[src/rtl/mod_pow2_mul_ctrl.sv]
// Sequenced modular multiply-by-power-of-two: oData = iData * 2^iShift mod iQ, one doubling per cycle.
// Optional build macro MOD_POW2_EARLY_EXIT_EN: leave RUN as soon as the accumulator is zero.
module mod_pow2_mul_ctrl #(
   parameter int BITWIDTH = 8,
   parameter int SHIFTW   = 4
) (
   input  logic                iClk,
   input  logic                iRst,
   input  logic                iClr,
   input  logic                iValid,
   output logic                oReady,
   input  logic [BITWIDTH-1:0] iData,
   input  logic [BITWIDTH-1:0] iQ,
   input  logic [SHIFTW-1:0]   iShift,
   output logic                oValid,
   input  logic                iReady,
   output logic [BITWIDTH-1:0] oData,
   output logic                oBusy
);

   typedef enum logic [1:0] {IDLE, RUN, DONE} state_t;

   state_t              state, state_nxt;
   logic [BITWIDTH-1:0] acc, q;
   logic [SHIFTW-1:0]   cnt;
   logic [BITWIDTH:0]   dbl, dbl_red;

   // Compare and subtract at BITWIDTH+1 bits so the shifted-out MSB takes part.
   always_comb begin
      dbl     = {acc, 1'b0};
      dbl_red = (dbl < {1'b0, q}) ? dbl : dbl - {1'b0, q};
   end

   always_comb begin
      state_nxt = state;
      case (state)
         IDLE: if (iValid) state_nxt = (iShift == '0) ? DONE : RUN;
         RUN: begin
`ifdef MOD_POW2_EARLY_EXIT_EN
            if (acc == '0) state_nxt = DONE;
            else if (cnt == SHIFTW'(1)) state_nxt = DONE;
`else
            if (cnt == SHIFTW'(1)) state_nxt = DONE;
`endif
         end
         DONE: if (iReady) state_nxt = IDLE;
         default: state_nxt = IDLE;
      endcase
   end

   always_ff @(posedge iClk) begin
      if (iRst || iClr) begin
         state <= IDLE;
         acc   <= '0;
         q     <= '0;
         cnt   <= '0;
      end else begin
         state <= state_nxt;
         case (state)
            IDLE: if (iValid) begin
               acc <= iData;
               q   <= iQ;
               cnt <= iShift;
            end
            RUN: begin
               acc <= dbl_red[BITWIDTH-1:0];
               cnt <= cnt - SHIFTW'(1);
            end
            default: ;
         endcase
      end
   end

   assign oReady = (state == IDLE);
   assign oValid = (state == DONE);
   assign oBusy  = (state != IDLE);
   assign oData  = acc;

endmodule
[config.mk]
export PLATFORM = sky130hd
export DESIGN_NAME = mod_pow2_mul_ctrl
export DESIGN_NICKNAME = d
export VERILOG_FILES = /design/src/rtl/mod_pow2_mul_ctrl.sv
export SDC_FILE = /design/constraint.sdc
export NUM_CORES = 1
export LEC_CHECK = 0
export ABC_CLOCK_PERIOD_IN_PS = 3250
export CAP_MARGIN = 20
export CORE_UTILIZATION = 45
export CTS_CLUSTER_DIAMETER = 40
export DETAILED_ROUTE_END_ITERATION = 8
export PLACE_DENSITY_LB_ADDON = 0.15
export SLEW_MARGIN = 20
export SYNTH_ARGS = -nofsm -noshare
export SYNTH_HDL_FRONTEND = slang
export SYNTH_SLANG_ARGS = --single-unit
[constraint.sdc]
create_clock -name iClk -period 3.25 [get_ports iClk]
set_input_delay 0.65 -clock iClk [delete_from_list [all_inputs] [get_ports iClk]]
set_output_delay 0.65 -clock iClk [all_outputs]
set_load 0.03 [all_outputs]
Yosys cells after proc, flatten, opt, wreduce, memory -nomap -nowiden
Index checks and enable logic that the tools add are counted.
Cells by class
  reduce and logical (&&, ||, !) cells: 8
  mux-type cells: 10
  $add $sub $neg: 2
  magnitude comparators: 1
  eq/ne operators: 6
Operator list (count)
  $mux W8: 2
  $pmux W8 S2: 1
  $lt A9 B8 Y1: 1
  $mux W2: 4
  $pmux W4 S2: 1
  $sub A8 B8 Y8: 1
  $pmux W2 S3: 1
  $eq A4 B1 Y1 const B: 1
  $logic_not A4 Y1: 1
  $mux W4: 1
  $ne A2 B2 Y1 const B: 2
  $reduce_and A2 Y1: 2
  $reduce_bool A2 Y1: 2
  $sub A4 B1 Y4 const B: 1
  $reduce_and A3 Y1: 1
  $eq A2 B1 Y1 const B: 1
  $eq A2 B2 Y1 const B: 1
  $logic_not A2 Y1: 1
  $ne A2 B1 Y1 const B: 1
  $logic_or A1 B1 Y1: 1
Storage, ports and cells
  output and inout bits: 11
  flip-flop bits (word level): 22
  logic and storage cells: 31
  bits of input ports: 25

Logic depth before layout (Yosys ltp)
Gate-level depths: netlist of run 1.
  depth in word-level cells: 4
  mapped depth: 9
  mapped depth without buffers: 7

Worst setup path before layout of run 1
Ideal clock, no wire load.
  path type: flip-flop to flip-flop
  start: reg acc[5] (netlist: oData[5])
  end: reg acc[7] (netlist: oData[7])
  library setup time: 0.120 ns
  period minus slack after synthesis: 2.025 ns
  stages on the path, launching flop included: 8
  data arrival time: 1.905 ns
  data required time: 3.130 ns
  setup slack: 1.225 ns
  buffers on the path: 1
  cells stage by stage: dfxtp_1 > ha_1 > buf_6 > a21o_4 > a2111o_1 > o21ai_1 > nor4b_1 > or2_1
Between the ends
  cells in the longest elaborated chain, start to end: 3
  elaborated cells on any way between the ends: 4
  classes of those cells: add/sub: 1; order compare: 1; mux: 2
RTL lines
  start: declaration: line 24  | logic [BITWIDTH-1:0] acc, q;
  start signal: assignment: line 61  | acc <= iData;
  start signal: assignment: line 66  | acc <= dbl_red[BITWIDTH-1:0];
  $sub A8 B8 Y8 or $lt A9 B8 Y1 (tied branches): line 31  | dbl_red = (dbl < {1'b0, q}) ? dbl : dbl - {1'b0, q};
  $mux W8 *: line 31
  $pmux W8 S2 *: line 59  | case (state)
Every way passes the cells marked *; elsewhere a longest branch is shown, timed or not.
A chain may end at the register's enable or synchronous reset.

Worst setup path in the final report of run 1
  start: reg state[0]
  end: out oReady
Between the ends
  cells in the longest elaborated chain, start to end: 1
RTL lines
  start: declaration: line 23  | state_t state, state_nxt;
  start signal: assignment: line 58  | state <= state_nxt;
  $logic_not A2 Y1: line 74  | assign oReady = (state == IDLE);
  end: declaration: line 11  | output logic oReady,
No other way between the ends.

==> metrics.md, run 1 <==
| Metric | Value |
|---|---|
| Status | `finished, final reports clean` |
| TritonCTS clock tree | `yes` |
| Clock root buffer | `clkbuf_4` |
| Vias in the first global route | `1313` |
| Leading cell type in the layout, fill and taps excluded | `clkdlybuf4s50_1` |
| Setup CP Type | `reg -> out` |
| Reg area | `440 um2` |
| Initial antenna violation count | `0` |
| Pins Over Slew Limit | `0` |
| Max Freq | `416 MHz` |
| Vias per cell | `5.61` |
| Ys flop type | `dfxtp_1` |
| Min-Delay Path Class | `reg -> reg` |
| Post-Route WL | `3690 um` |
| TNS Setup | `0 ps` |
| Mapped cell area | `about 1500 um2` |
| Synth warnings | `0` |
| CTS Buf Count | `3` |
| Worst skew pair latency | `320 ps` |
| Period minus WS final | `2410 ps` |
| Highest layer used for signal routing | `met4` |
| Footprint of the multi-input gates | `953 um2` |
| Worst Skew | `2.83 ps` |
| Setup-failing EPs final | `0` |
| Sequential area share after synthesis | `29.2%` |
| Gr ovfl total | `0` |
| Dpl ws | `774 ps` |
| # DRC | `0` |
| Post-synthesis register bit count | `22` |
| WL/cell | `13.8 um` |
| Startpoint Class | `flip-flop` |
| Clock Sinks | `22` |
| Routed vias | `1503` |
| Cts repair resizes | `0` |
| Crit path required time | `approximately 2600 ps` |
| Ys async rst share | `0%` |
| Final period util | `~74%` |
| P&R area growth vs syn | `25.5%` |
| Wire length on met1 | `1700 um` |
| Setup Buffers After CTS | `0` |
| Final nets | `260` |
| RSZ-0062 raised after global routing | `false` |
| Clock transition at path regs | `130 ps` |
| Dpl hpwl | `around 2800 um` |
| Worst IR drop on VDD | `0.000251 V` |
| Arr. time, crit path | `1760 ps` |
| Antenna-violating nets left | `0` |
| Die area | `~3600 um2` |
| 1st-pass router iterations | `4` |
| GPL Wtd Cong | `between 0.8 and 0.9` |
| Layout cells sized above 1 | `under 10%` |
| Max transition margin | `55.0%` |
| Post-route insts no fill | `268` |
| Core area | `3130 um2` |
| Largest net degree at the start of global routing | `19` |
| First-pass GRT wire length | `5910 um` |
| Starting Density | `48.2%` |
| Syn Inst Count | `195` |
| Number of fill cells | `just over 300` |
| Pleak | `between 0.7 and 0.8 nW` |
| CP Max Fanout | `11` |
| Tot GR Track Use | `22.2%` |
| Synth unique cells | `52` |
| Cell Pwr Density | `approximately 360 nW/um2` |
| Post-synth EDFFs | `0` |
| PortBufs | `35` |
| Metal2 WL | `around 1700 um` |
| Final worst setup slack | `843 ps` |
| Endpoints failing hold | `0` |
| CTS Hold Bufs | `0` |
| Inst Count DP | `264` |
| Clock tree buffer depth | `2` |
| Die X | `between 50 and 60 um` |
| Number of max-cap violations | `0` |
| Tightest Pin Transition | `~680 ps` |
| CTS H-tree depth | `1` |
| Mapped Nets | `230` |
| Fin area | `1890 um2` |
| First DRT Iteration DRCs | `52` |
| CP Capture Type | `output port` |
| Post-DP Area | `1860 um2` |
| Syn Area/Cell | `between 7 and 8 um2` |
| Die Span Y | `59.9 um` |
| # rows | `20` |
| I/O pin total | `36` |
| N_diodes | `0` |
| Met3 WL | `201 um` |
| Most frequent cells in the layout | `clkdlybuf4s50_1 (35), nand2_1 (32), dfxtp_1 (22), a21oi_1 (20), inv_1 (15)` |
| Final hold slack | `468 ps` |
## metrics by stage
step                utilization, %  total power [mW]
CTS                           60.5             0.693
global placement              59.3             0.528
global route                  60.5             0.727
floorplan                        -             0.469
finish                        60.5             0.687
detailed placement            59.3             0.535
## power breakdown
part	internal (mW)	switching, mW
clock	0.0686	0.0881
sequential	0.282	0.0127
combinational	0.112	0.124
total	0.462	0.225
## registers in the layout (all words and copies together) (netlist names)
| name | cells |
|---|---|
| oData | 8 |
| q | 8 |
| state | 2 |
| cnt | 4 |
## cell type report
| class | instances | share of cell area (%) |
|---|---|---|
| repair buffers | 35 | 18.5 |
| multi-input cells | 148 | 50.4 |
| inverters | 15 | 2.98 |
| well taps | 44 | 2.91 |
| clock buffers | 4 | 1.92 |
| flip-flops and latches | 22 | 23.3 |
## metal layers
metal  global-route usage, %  vias up
met5                       0        -
met4                    9.30        0
met3                    4.33        7
met2                    36.5       37
met1                    28.3      709
li1                        -      750
## worst paths after layout
path,cells after the start,from,slack [ps],endpoint
worst max-delay path,2,state[0],840,oReady
worst max register to register,6,oData[5],1120,oData[7]
worst min register to register,2,q[4],470,q[4]
worst min-delay path,2,q[4],470,q[4]
## cells in the mapped netlist, drive strengths merged (2+ instances only)
cell type / n / area [um2]
nand2: 33 / 126
dfxtp: 22 / 440
a21oi: 20 / 100
inv: 15 / 56.3
nor2: 13 / 48.8
ha: 9 / 113
buf: 6 / 42.5
o21ai: 6 / 30.0
a211oi: 5 / 37.5
and3: 4 / 26.3
clkbuf: 4 / 15.0
mux2i: 4 / 40.0
nand4: 4 / 25.0
o22ai: 4 / 25.0
a21o: 3 / 31.3
nand3: 3 / 15.0
or2: 3 / 18.8
a2111o: 2 / 22.5
and2: 2 / 12.5
nand2b: 2 / 12.5
nor2b: 2 / 12.5
nor3: 2 / 10.0
nor4: 2 / 12.5
o211ai: 2 / 15.0
o22a: 2 / 20.0
xnor2: 2 / 17.5
## worst max-delay path: stages, from the launching register on
cell             delay [ps]
dfxtp_1                 420
nor2_1                  290
clkdlybuf4s50_1         730
## cell families after synthesis
logic type               Yosys count  synth area share, %
AO/OA/AOI/OAI                     55                 25.4
XOR/XNOR                           3                 1.74
adder cells (fa/ha/maj)           10                 8.80
buffers and inverters             25                 7.55
flip-flops                        22                 29.2
multiplexers                       5                 3.40
AND/OR/NAND/NOR                   75                 23.9
Note: power is estimated with default switching activity, not from simulation.
==> run 2: changes to the inputs <==
--- a/config.mk
+++ b/config.mk
@@ -5,7 +5,7 @@
 export SDC_FILE = /design/constraint.sdc
 export NUM_CORES = 1
 export LEC_CHECK = 0
-export ABC_CLOCK_PERIOD_IN_PS = 3250
+export ABC_CLOCK_PERIOD_IN_PS = 2270
 export CAP_MARGIN = 20
 export CORE_UTILIZATION = 45
 export CTS_CLUSTER_DIAMETER = 40
==> constraint.sdc (replaced) <==
create_clock -name iClk -period 2.27 [get_ports iClk]
set_input_delay 0.454 -clock iClk [delete_from_list [all_inputs] [get_ports iClk]]
set_output_delay 0.454 -clock iClk [all_outputs]
set_load 0.03 [all_outputs]
==> metrics.md, run 2 (synthesis results as in run 1) <==
| Metric | Value |
|---|---|
| Clock transition at path regs | `130 ps` |
| Path depth of the worst reg2reg path | `6` |
| Worst Skew | `a little under 8 ps` |
| Worst IR drop on VDD | `0.000369 V` |
| First-pass GRT wire length | `between 6000 and 7000 um` |
| Pleak | `0.760 nW` |
| Cell Pwr Density | `551 nW/um2` |
| TritonCTS clock tree | `yes` |
| Finished Core Util | `62.3%` |
| CTS Buf Count | `3` |
| WL/cell | `14.5 um` |
| Period minus WS final | `2110 ps` |
| RSZ-0062 raised after global routing | `false` |
| Endpoints failing hold | `0` |
| Clock tree buffer depth | `2` |
| Slowest CP cell | `clkdlybuf4s50_1` |
| First DRT Iteration DRCs | `between 60 and 70` |
| Die X | `roughly 60 um` |
| Initial antenna violation count | `0` |
| Setup-failing EPs final | `0` |
| Crit path required time | `1820 ps` |
| Starting Density | `48.2%` |
| Startpoint Class | `flip-flop` |
| # DRC | `0` |
| Die area | `3590 um2` |
| I/O pin total | `36` |
| CTS H-tree depth | `1` |
| Clock share of power | `28.0%` |
| Sequential share of power | `39.3%` |
| Dpl hpwl | `roughly 3000 um` |
| CP Capture Type | `output port` |
| Crit-path max cell delay | `670 ps` |
| Vias in the first global route | `1378` |
| Worst hold endpoint | `q[3]` |
| CP Max Fanout | `7` |
| CTS Hold Bufs | `0` |
| # rows | `20` |
| TNS Setup | `0 ps` |
| Final hold slack | `467 ps` |
| GPL Wtd Cong | `0.861` |
| R2R Path Start | `oData[5]` |
| Worst skew pair latency | `310 ps` |
| Sw Ratio | `30.3%` |
| Slack of the worst reg-to-reg path | `160 ps` |
| Clock Sinks | `22` |
| Die Span Y | `59.9 um` |
| Design Power | `1.07 mW` |
| Gr ovfl total | `0` |
| P&R area growth vs syn | `29.3%` |
| Leading cell type in the layout, fill and taps excluded | `clkdlybuf4s50_1` |
| Max Freq | `473 MHz` |
| Internal | `748 uW` |
| Post-Route WL | `around 4000 um` |
| Arr. time, crit path | `1660 ps` |
| Routed vias | `1515` |
| Vias per cell | `5.55` |
| Most frequent cells in the layout | `clkdlybuf4s50_1 (34), nand2_1 (32), dfxtp_1 (21), a21oi_1 (20), inv_1 (15)` |
| Number of max-cap violations | `0` |
| Reg-to-Reg End | `oData[7]` |
| Pins Over Slew Limit | `0` |
| Final nets | `265` |
| Hold Crit Start | `q[3]` |
| Cts repair resizes | `0` |
| Hold-critical path depth | `2` |
| Layout cells sized above 1 | `a little under an eighth` |
| Core area | `3130 um2` |
| Clock root buffer | `clkbuf_4` |
| PortBufs | `35` |
| Net switching power | `about 320 uW` |
| 1st-pass router iterations | `4` |
| Setup Buffers After CTS | `0` |
| Antenna-violating nets left | `0` |
| Final period util | `between 90 and 100%` |
| Tightest Pin Transition | `490 ps` |
| Logic pwr share | `32.7%` |
| Min-Delay Path Class | `reg -> reg` |
| Tot GR Track Use | `24.1%` |
| Status | `finished, final reports clean` |
| Setup CP Type | `reg -> out` |
| Max transition margin | `66.9%` |
| CP Cell Sequence | `inv_1, nor2_1, clkdlybuf4s50_1` |
| N_diodes | `0` |
| Largest net degree at the start of global routing | `18` |
run 2: changes by cell type in the layout (fill, tap and decap cells not counted), sizes merged:
cell	delta
clkbuf	-1
clkdlybuf4s50	-1
buf	+5
bufinv	+1
dlymetal6s2s	+1
run 2: per-layer routing:
metal	routed length [um]	vias to the layer above	GRT usage, %
li1	-	759	-
met1	1810	708	32.1
met2	1920	46	40.8
met3	216	2	3.90
met4	20	0	4.98
met5	0	-	0
run 2: worst max path at each step:
stage	start	to	slack [ps]	depth (start not counted)
3_3_place_gp	oData[5]	oData[7]	280	6
4_1_cts	state[0]	oReady	40	2
6_report	state[1]	oValid	160	3
5_1_grt	state[0]	oBusy	50	3
3_5_place_dp	oData[5]	oData[7]	190	6
2_1_floorplan	oData[5]	oData[7]	250	7
run 2: worst max-delay path, delay by kind of cell (launching register included):
kind / cells / cell delay, ps
buffers and inverters: 2 / 810
and+or+nand+nor: 1 / 110
DFF: 1 / 430
run 2: power by group through the flow:
stage,registers [mW],clock network (mW),logic (mW)
floorplan,0.438,0,0.233
global placement,0.429,0,0.338
detailed placement,0.430,0,0.346
CTS,0.421,0.310,0.350
global route,0.424,0.329,0.381
finish,0.421,0.300,0.351
run 2: through the flow:
stage / instance area, um2 / worst slack, ps / cells
global placement: 1890 / 276 / 269
detailed placement: 1890 / 189 / 269
floorplan: 1510 / 245 / 195
CTS: 1950 / 35.1 / 273
finish: 1950 / 158 / 273
global route: 1950 / 51.2 / 273
run 2: final cells by class:
type	count	area, um2
inverter	15	56.3
clock inverter	1	30.0
fill	301	1180
sequential	22	442
clock buffer	3	22.5
tap	44	55.1
timing repair buffer	40	390
multi-input combinational	148	953
==> run 3: changes to the inputs <==
--- a/config.mk
+++ b/config.mk
@@ -10,8 +10,9 @@
 export CORE_UTILIZATION = 45
 export CTS_CLUSTER_DIAMETER = 40
 export DETAILED_ROUTE_END_ITERATION = 8
+export GPL_TIMING_DRIVEN = 0
 export PLACE_DENSITY_LB_ADDON = 0.15
-export SLEW_MARGIN = 20
 export SYNTH_ARGS = -nofsm -noshare
 export SYNTH_HDL_FRONTEND = slang
 export SYNTH_SLANG_ARGS = --single-unit
+export TNS_END_PERCENT = 1
==> metrics.md, run 3 (synthesis results as in run 1) <==
| Metric | Value |
|---|---|
| Final nets | `270` |
| Gr ovfl total | `0` |
| # DRC | `0` |
| Startpoint Class | `flip-flop` |
| N_diodes | `0` |
| CP Capture Type | `output port` |
| 1st-pass router iterations | `4` |
| TritonCTS clock tree | `yes` |
| Final period util | `94.3%` |
| Status | `finished, final reports clean` |
| Die Span Y | `59.9 um` |
| Die X | `59.9 um` |
| Tightest Pin Transition | `between 500 and 600 ps` |
| Hold-critical path depth | `2` |
| Worst Skew | `21.8 ps` |
| GPL Wtd Cong | `about 0.86` |
| Path depth of the worst reg2reg path | `8` |
| CP Cell Sequence | `nor2_1, clkdlybuf4s50_1` |
| Clock Sinks | `22` |
| Clock root buffer | `clkbuf_4` |
| RSZ-0062 raised after global routing | `false` |
| CTS Buf Count | `3` |
| Pleak | `0.759 nW` |
| Max Freq | `467 MHz` |
| Initial antenna violation count | `0` |
| Arr. time, crit path | `1690 ps` |
| Largest net degree at the start of global routing | `13` |
| Tot GR Track Use | `approximately 22%` |
| # rows | `20` |
| Worst skew pair latency | `320 ps` |
| Leading cell type in the layout, fill and taps excluded | `clkdlybuf4s50_1` |
| Met3 Use GR | `under 10%` |
| Setup Buffers After CTS | `0` |
| CTS H-tree depth | `1` |
| Cts repair resizes | `0` |
| Vias per cell | `5.41` |
| Most frequent cells in the layout | `clkdlybuf4s50_1 (35), nand2_1 (32), dfxtp_1 (22), a21oi_1 (20), inv_1 (15)` |
| GRT busiest layer | `met2` |
| Period minus WS final | `approximately 2100 ps` |
| Dpl hpwl | `2840 um` |
| Clock transition at path regs | `140 ps` |
| Endpoints failing hold | `0` |
| Worst IR drop on VDD | `around 0.00034 V` |
| Routing usage on met1 | `31.3%` |
| Starting Density | `48.2%` |
| Antenna-violating nets left | `0` |
| Slack of the worst reg-to-reg path | `270 ps` |
| Core area | `3130 um2` |
| CP Max Fanout | `6` |
| Met2 GRT Util | `34.9%` |
| Cell Pwr Density | `between 500 and 600 nW/um2` |
| P&R area growth vs syn | `29.3%` |
| PortBufs | `35` |
| Vias in the first global route | `1325` |
| Min-Delay Path Class | `reg -> reg` |
| Crit path required time | `1820 ps` |
| WL/cell | `13.4 um` |
| Max transition margin | `between 60% and 70%` |
| Routed vias | `1505` |
| Pins Over Slew Limit | `0` |
| Crit-path max cell delay | `730 ps` |
| Number of max-cap violations | `0` |
| Clock tree buffer depth | `2` |
| Slowest CP cell | `clkdlybuf4s50_1` |
| TNS Setup | `0 ps` |
| First-pass GRT wire length | `6030 um` |
| First DRT Iteration DRCs | `just under 80` |
| Post-Route WL | `3720 um` |
| Die area | `3590 um2` |
| I/O pin total | `36` |
| Design Power | `between 1 and 1.5 mW` |
| CTS Hold Bufs | `0` |
| Setup-failing EPs final | `0` |
| Layout cells sized above 1 | `between 10% and 20%` |
| Setup CP Type | `reg -> out` |
==> run 3: changes by cell type in the layout (fill, tap and decap cells not counted), sizes merged <==
cell / change
clkbuf: +5
buf: +1
bufinv: -1
dlymetal6s2s: -1
clkdlybuf4s50: +1
==> run 3: worst max-delay path: cells and delay by family, from the launching register on <==
| kind | cells | cell delay [ps] |
|---|---|---|
| and+or+nand+nor | 1 | 260 |
| DFF | 1 | 380 |
| buffers and inverters | 1 | 730 |
==> run 3: power by group <==
part	internal, mW	total (mW)	leakage (nW)	switching (mW)
Clock	0.0980	0.222	0.0210	0.124
Combinational	0.177	0.363	0.558	0.186
Sequential	0.403	0.420	0.179	0.0166
Total	0.678	1.00	0.759	0.327
==> run 3: per-stage QoR <==
step | hold slack [ps] | setup slack [ps] | instances | utilization (%) | instance area [um2]
finish | 461 | 128 | 278 | 62.3 | 1950
global route | 479 | 32.6 | 278 | 62.3 | 1950
CTS | 467 | 113 | 278 | 62.3 | 1950
detailed placement | 449 | 97.6 | 274 | 61.2 | 1910
global placement | 443 | 109 | 274 | 61.2 | 1910
floorplan | 436 | 245 | 195 | - | 1510
==> run 3: final timing paths <==
path | start | endpoint
worst max register to register | q[5] | oData[2]
worst min register to register | q[2] | q[2]
worst max-delay path | state[1] | oReady
worst min-delay path | q[2] | q[2]
==> run 3: layout make-up <==
| cell class | count | area (um2) |
|---|---|---|
| Buffer | 10 | 57.6 |
| Clock buffer | 4 | 36.3 |
| Fill cell | 308 | 1180 |
| Inverter | 15 | 56.3 |
| Multi-Input combinational cell | 148 | 953 |
| Sequential cell | 22 | 440 |
| Tap cell | 44 | 55.1 |
| Timing Repair Buffer | 35 | 350 |
==> run 3: metal layers <==
metal	vias up	wire length, um
met1	697	1880
met4	0	13
met2	35	1670
met5	-	0
li1	771	-
met3	2	166
==> edit, RTL diff (config.mk and constraints of run 1) <==
The option `MOD_POW2_EARLY_EXIT_EN` is turned on by a define.
--- a/src/rtl/mod_pow2_mul_ctrl.sv
+++ b/src/rtl/mod_pow2_mul_ctrl.sv
@@ -1,4 +1,6 @@
 // Sequenced modular multiply-by-power-of-two: oData = iData * 2^iShift mod iQ, one doubling per cycle.
 // Optional build macro MOD_POW2_EARLY_EXIT_EN: leave RUN as soon as the accumulator is zero.
+`define MOD_POW2_EARLY_EXIT_EN
+
 module mod_pow2_mul_ctrl #(
    parameter int BITWIDTH = 8,
Formal check against the unedited RTL: not equivalent (Yosys sat finds a counterexample within 4 cycles, from zero or initial values).
==> edit against run 1 <==
Area after synthesis is 5.0% higher. Global-route usage increased by 2.0 points. Cell area rose by 4.0%. Critical path depth is 1 higher. Total power rose by 2.1%. Setup slack worse by 130 ps. Sequential cell count is the same. Wire length is 7.9% higher. Largest cell class unchanged.
==> edit: results (changes against run 1) <==
<table>
<tr><th>Metric</th><th>Value</th></tr>
<tr><th colspan="2">Detailed routing</th></tr>
<tr><td>Via count normalized by instance count</td><td>5.647 (+0.70%)</td></tr>
<tr><td>Routed wl met3</td><td>226 um (+12%)</td></tr>
<tr><td>Met2 wirelength from detailed routing</td><td>1704 um (-1.1%)</td></tr>
<tr><td>Number of violations reported at the end of detailed-routing iteration 0</td><td>94 (+81%)</td></tr>
<tr><td>Wire length the detailed router placed on met1</td><td>2010 um (+18%)</td></tr>
<tr><th colspan="2">Logic synthesis</th></tr>
<tr><td>Cell count after synthesis</td><td>202 (+3.6%)</td></tr>
<tr><td>Top cells by area in the synthesized netlist</td><td>sky130_fd_sc_hd__dfxtp_1 28%, sky130_fd_sc_hd__ha_1 7.1%, sky130_fd_sc_hd__a21oi_1 7.0%</td></tr>
<tr><td>Sequential-to-total area share from yosys stat</td><td>0.2783 (-0.01386)</td></tr>
<tr><td>Syn nets</td><td>237 (+3.0%)</td></tr>
<tr><td>Leading post-synthesis cells by instance count</td><td>23 x sky130_fd_sc_hd__nand2_1, 22 x sky130_fd_sc_hd__a21oi_1, 22 x sky130_fd_sc_hd__dfxtp_1, 13 x sky130_fd_sc_hd__inv_1, 12 x sky130_fd_sc_hd__nor2_1</td></tr>
<tr><th colspan="2">Place</th></tr>
<tr><td>Worst slack after detailed placement</td><td>890.6 ps (+116.3 ps)</td></tr>
<tr><td>Cell count after placement</td><td>275 (+4.2%)</td></tr>
<tr><td>Standard cell area after detailed placement</td><td>1946 um2 (+4.9%)</td></tr>
<tr><td>Post-detail-place hpwl</td><td>3054 um (+7.9%)</td></tr>
<tr><th colspan="2">Setup path</th></tr>
<tr><td>CP max FO</td><td>12 (+1)</td></tr>
<tr><td>Arrival time at the worst endpoint</td><td>1880 ps (+120 ps)</td></tr>
<tr><th colspan="2">Finish</th></tr>
<tr><td>Share of cells above drive strength 1</td><td>0.07759 (-0.01170)</td></tr>
<tr><th colspan="2">Power</th></tr>
<tr><td>Switching fraction of total power</td><td>0.3626 (+0.03511)</td></tr>
<tr><td>Worst-case vdd ir drop</td><td>0.2029 mV (-19%)</td></tr>
<tr><td>Power in sequential cells</td><td>0.000299 W (+2%)</td></tr>
<tr><td>P_leak</td><td>0.7103 nW (-2.1%)</td></tr>
<tr><th colspan="2">Status</th></tr>
<tr><td>Run status</td><td>finished clean</td></tr>
<tr><th colspan="2">Timing</th></tr>
<tr><td>Worst clock skew</td><td>6.886 ps (+4.055 ps)</td></tr>
<tr><th colspan="2">Global routing</th></tr>
<tr><td>Wire length of the first global-routing pass</td><td>6803 um (+15%)</td></tr>
<tr><td>Global-route total usage across every layer</td><td>0.2421 (+0.01967)</td></tr>
<tr><td>Number of global-route vias before repair</td><td>1,431 (+9.0%)</td></tr>
</table>
edit: cell count changes in the layout (fill, tap and decap cells not counted), sizes merged, moves of 3 or more:
cell / change
a21boi: +3
a21oi: +3
and3: -4
mux2i: -4
nand2: -9
nand2b: +5
nand4: -4
nor3: +7
nor4: +3
o221ai: +5
o22ai: -3
edit: logic make-up (layout without fill, tap and decap cells):
logic type | after synthesis | count (layout) | synth area share
buffers and inverters | 22 | 52 | 0.06166
adder cells (fa/ha/maj) | 10 | 10 | 0.08380
AO/OA/AOI/OAI | 70 | 70 | 0.3178
AND/OR/NAND/NOR | 75 | 75 | 0.2403
multiplexers | 1 | 1 | 0.007114
XOR/XNOR | 2 | 2 | 0.01107
flip-flops | 22 | 22 | 0.2783
edit: critical path, delay by kind of cell (launching register included):
kind / cells / cell delay (ps)
simple gates: 1 / 160
buf+inv: 2 / 740
flops: 1 / 670
edit: final timing paths:
check	start	to	slack, ps
min	q[7]$_SDFFE_PP0P_	q[7]$_SDFFE_PP0P_	470
max	state[0]$_SDFFE_PP0P_	oBusy	720
max reg2reg	q[6]$_SDFFE_PP0P_	oData[3]$_SDFFE_PP0P_	1050
min reg2reg	q[7]$_SDFFE_PP0P_	q[7]$_SDFFE_PP0P_	470
edit: area by class of cell:
class | instances | area [um2]
clock buffers | 3 | 22.52
fillers | 347 | 1395
flip-flops and latches | 22 | 440.4
multi-input cells | 158 | 1045
well taps | 46 | 57.56
repair buffers | 35 | 350.3
inverters | 14 | 52.55
edit: layer usage:
| metal | up-vias | track usage |
|---|---|---|
| li1 | 804 | - |
| met1 | 715 | 0.3715 |
| met2 | 45 | 0.3463 |
| met3 | 6 | 0.04622 |
| met4 | 0 | 0.05519 |
| met5 | - | 0 |
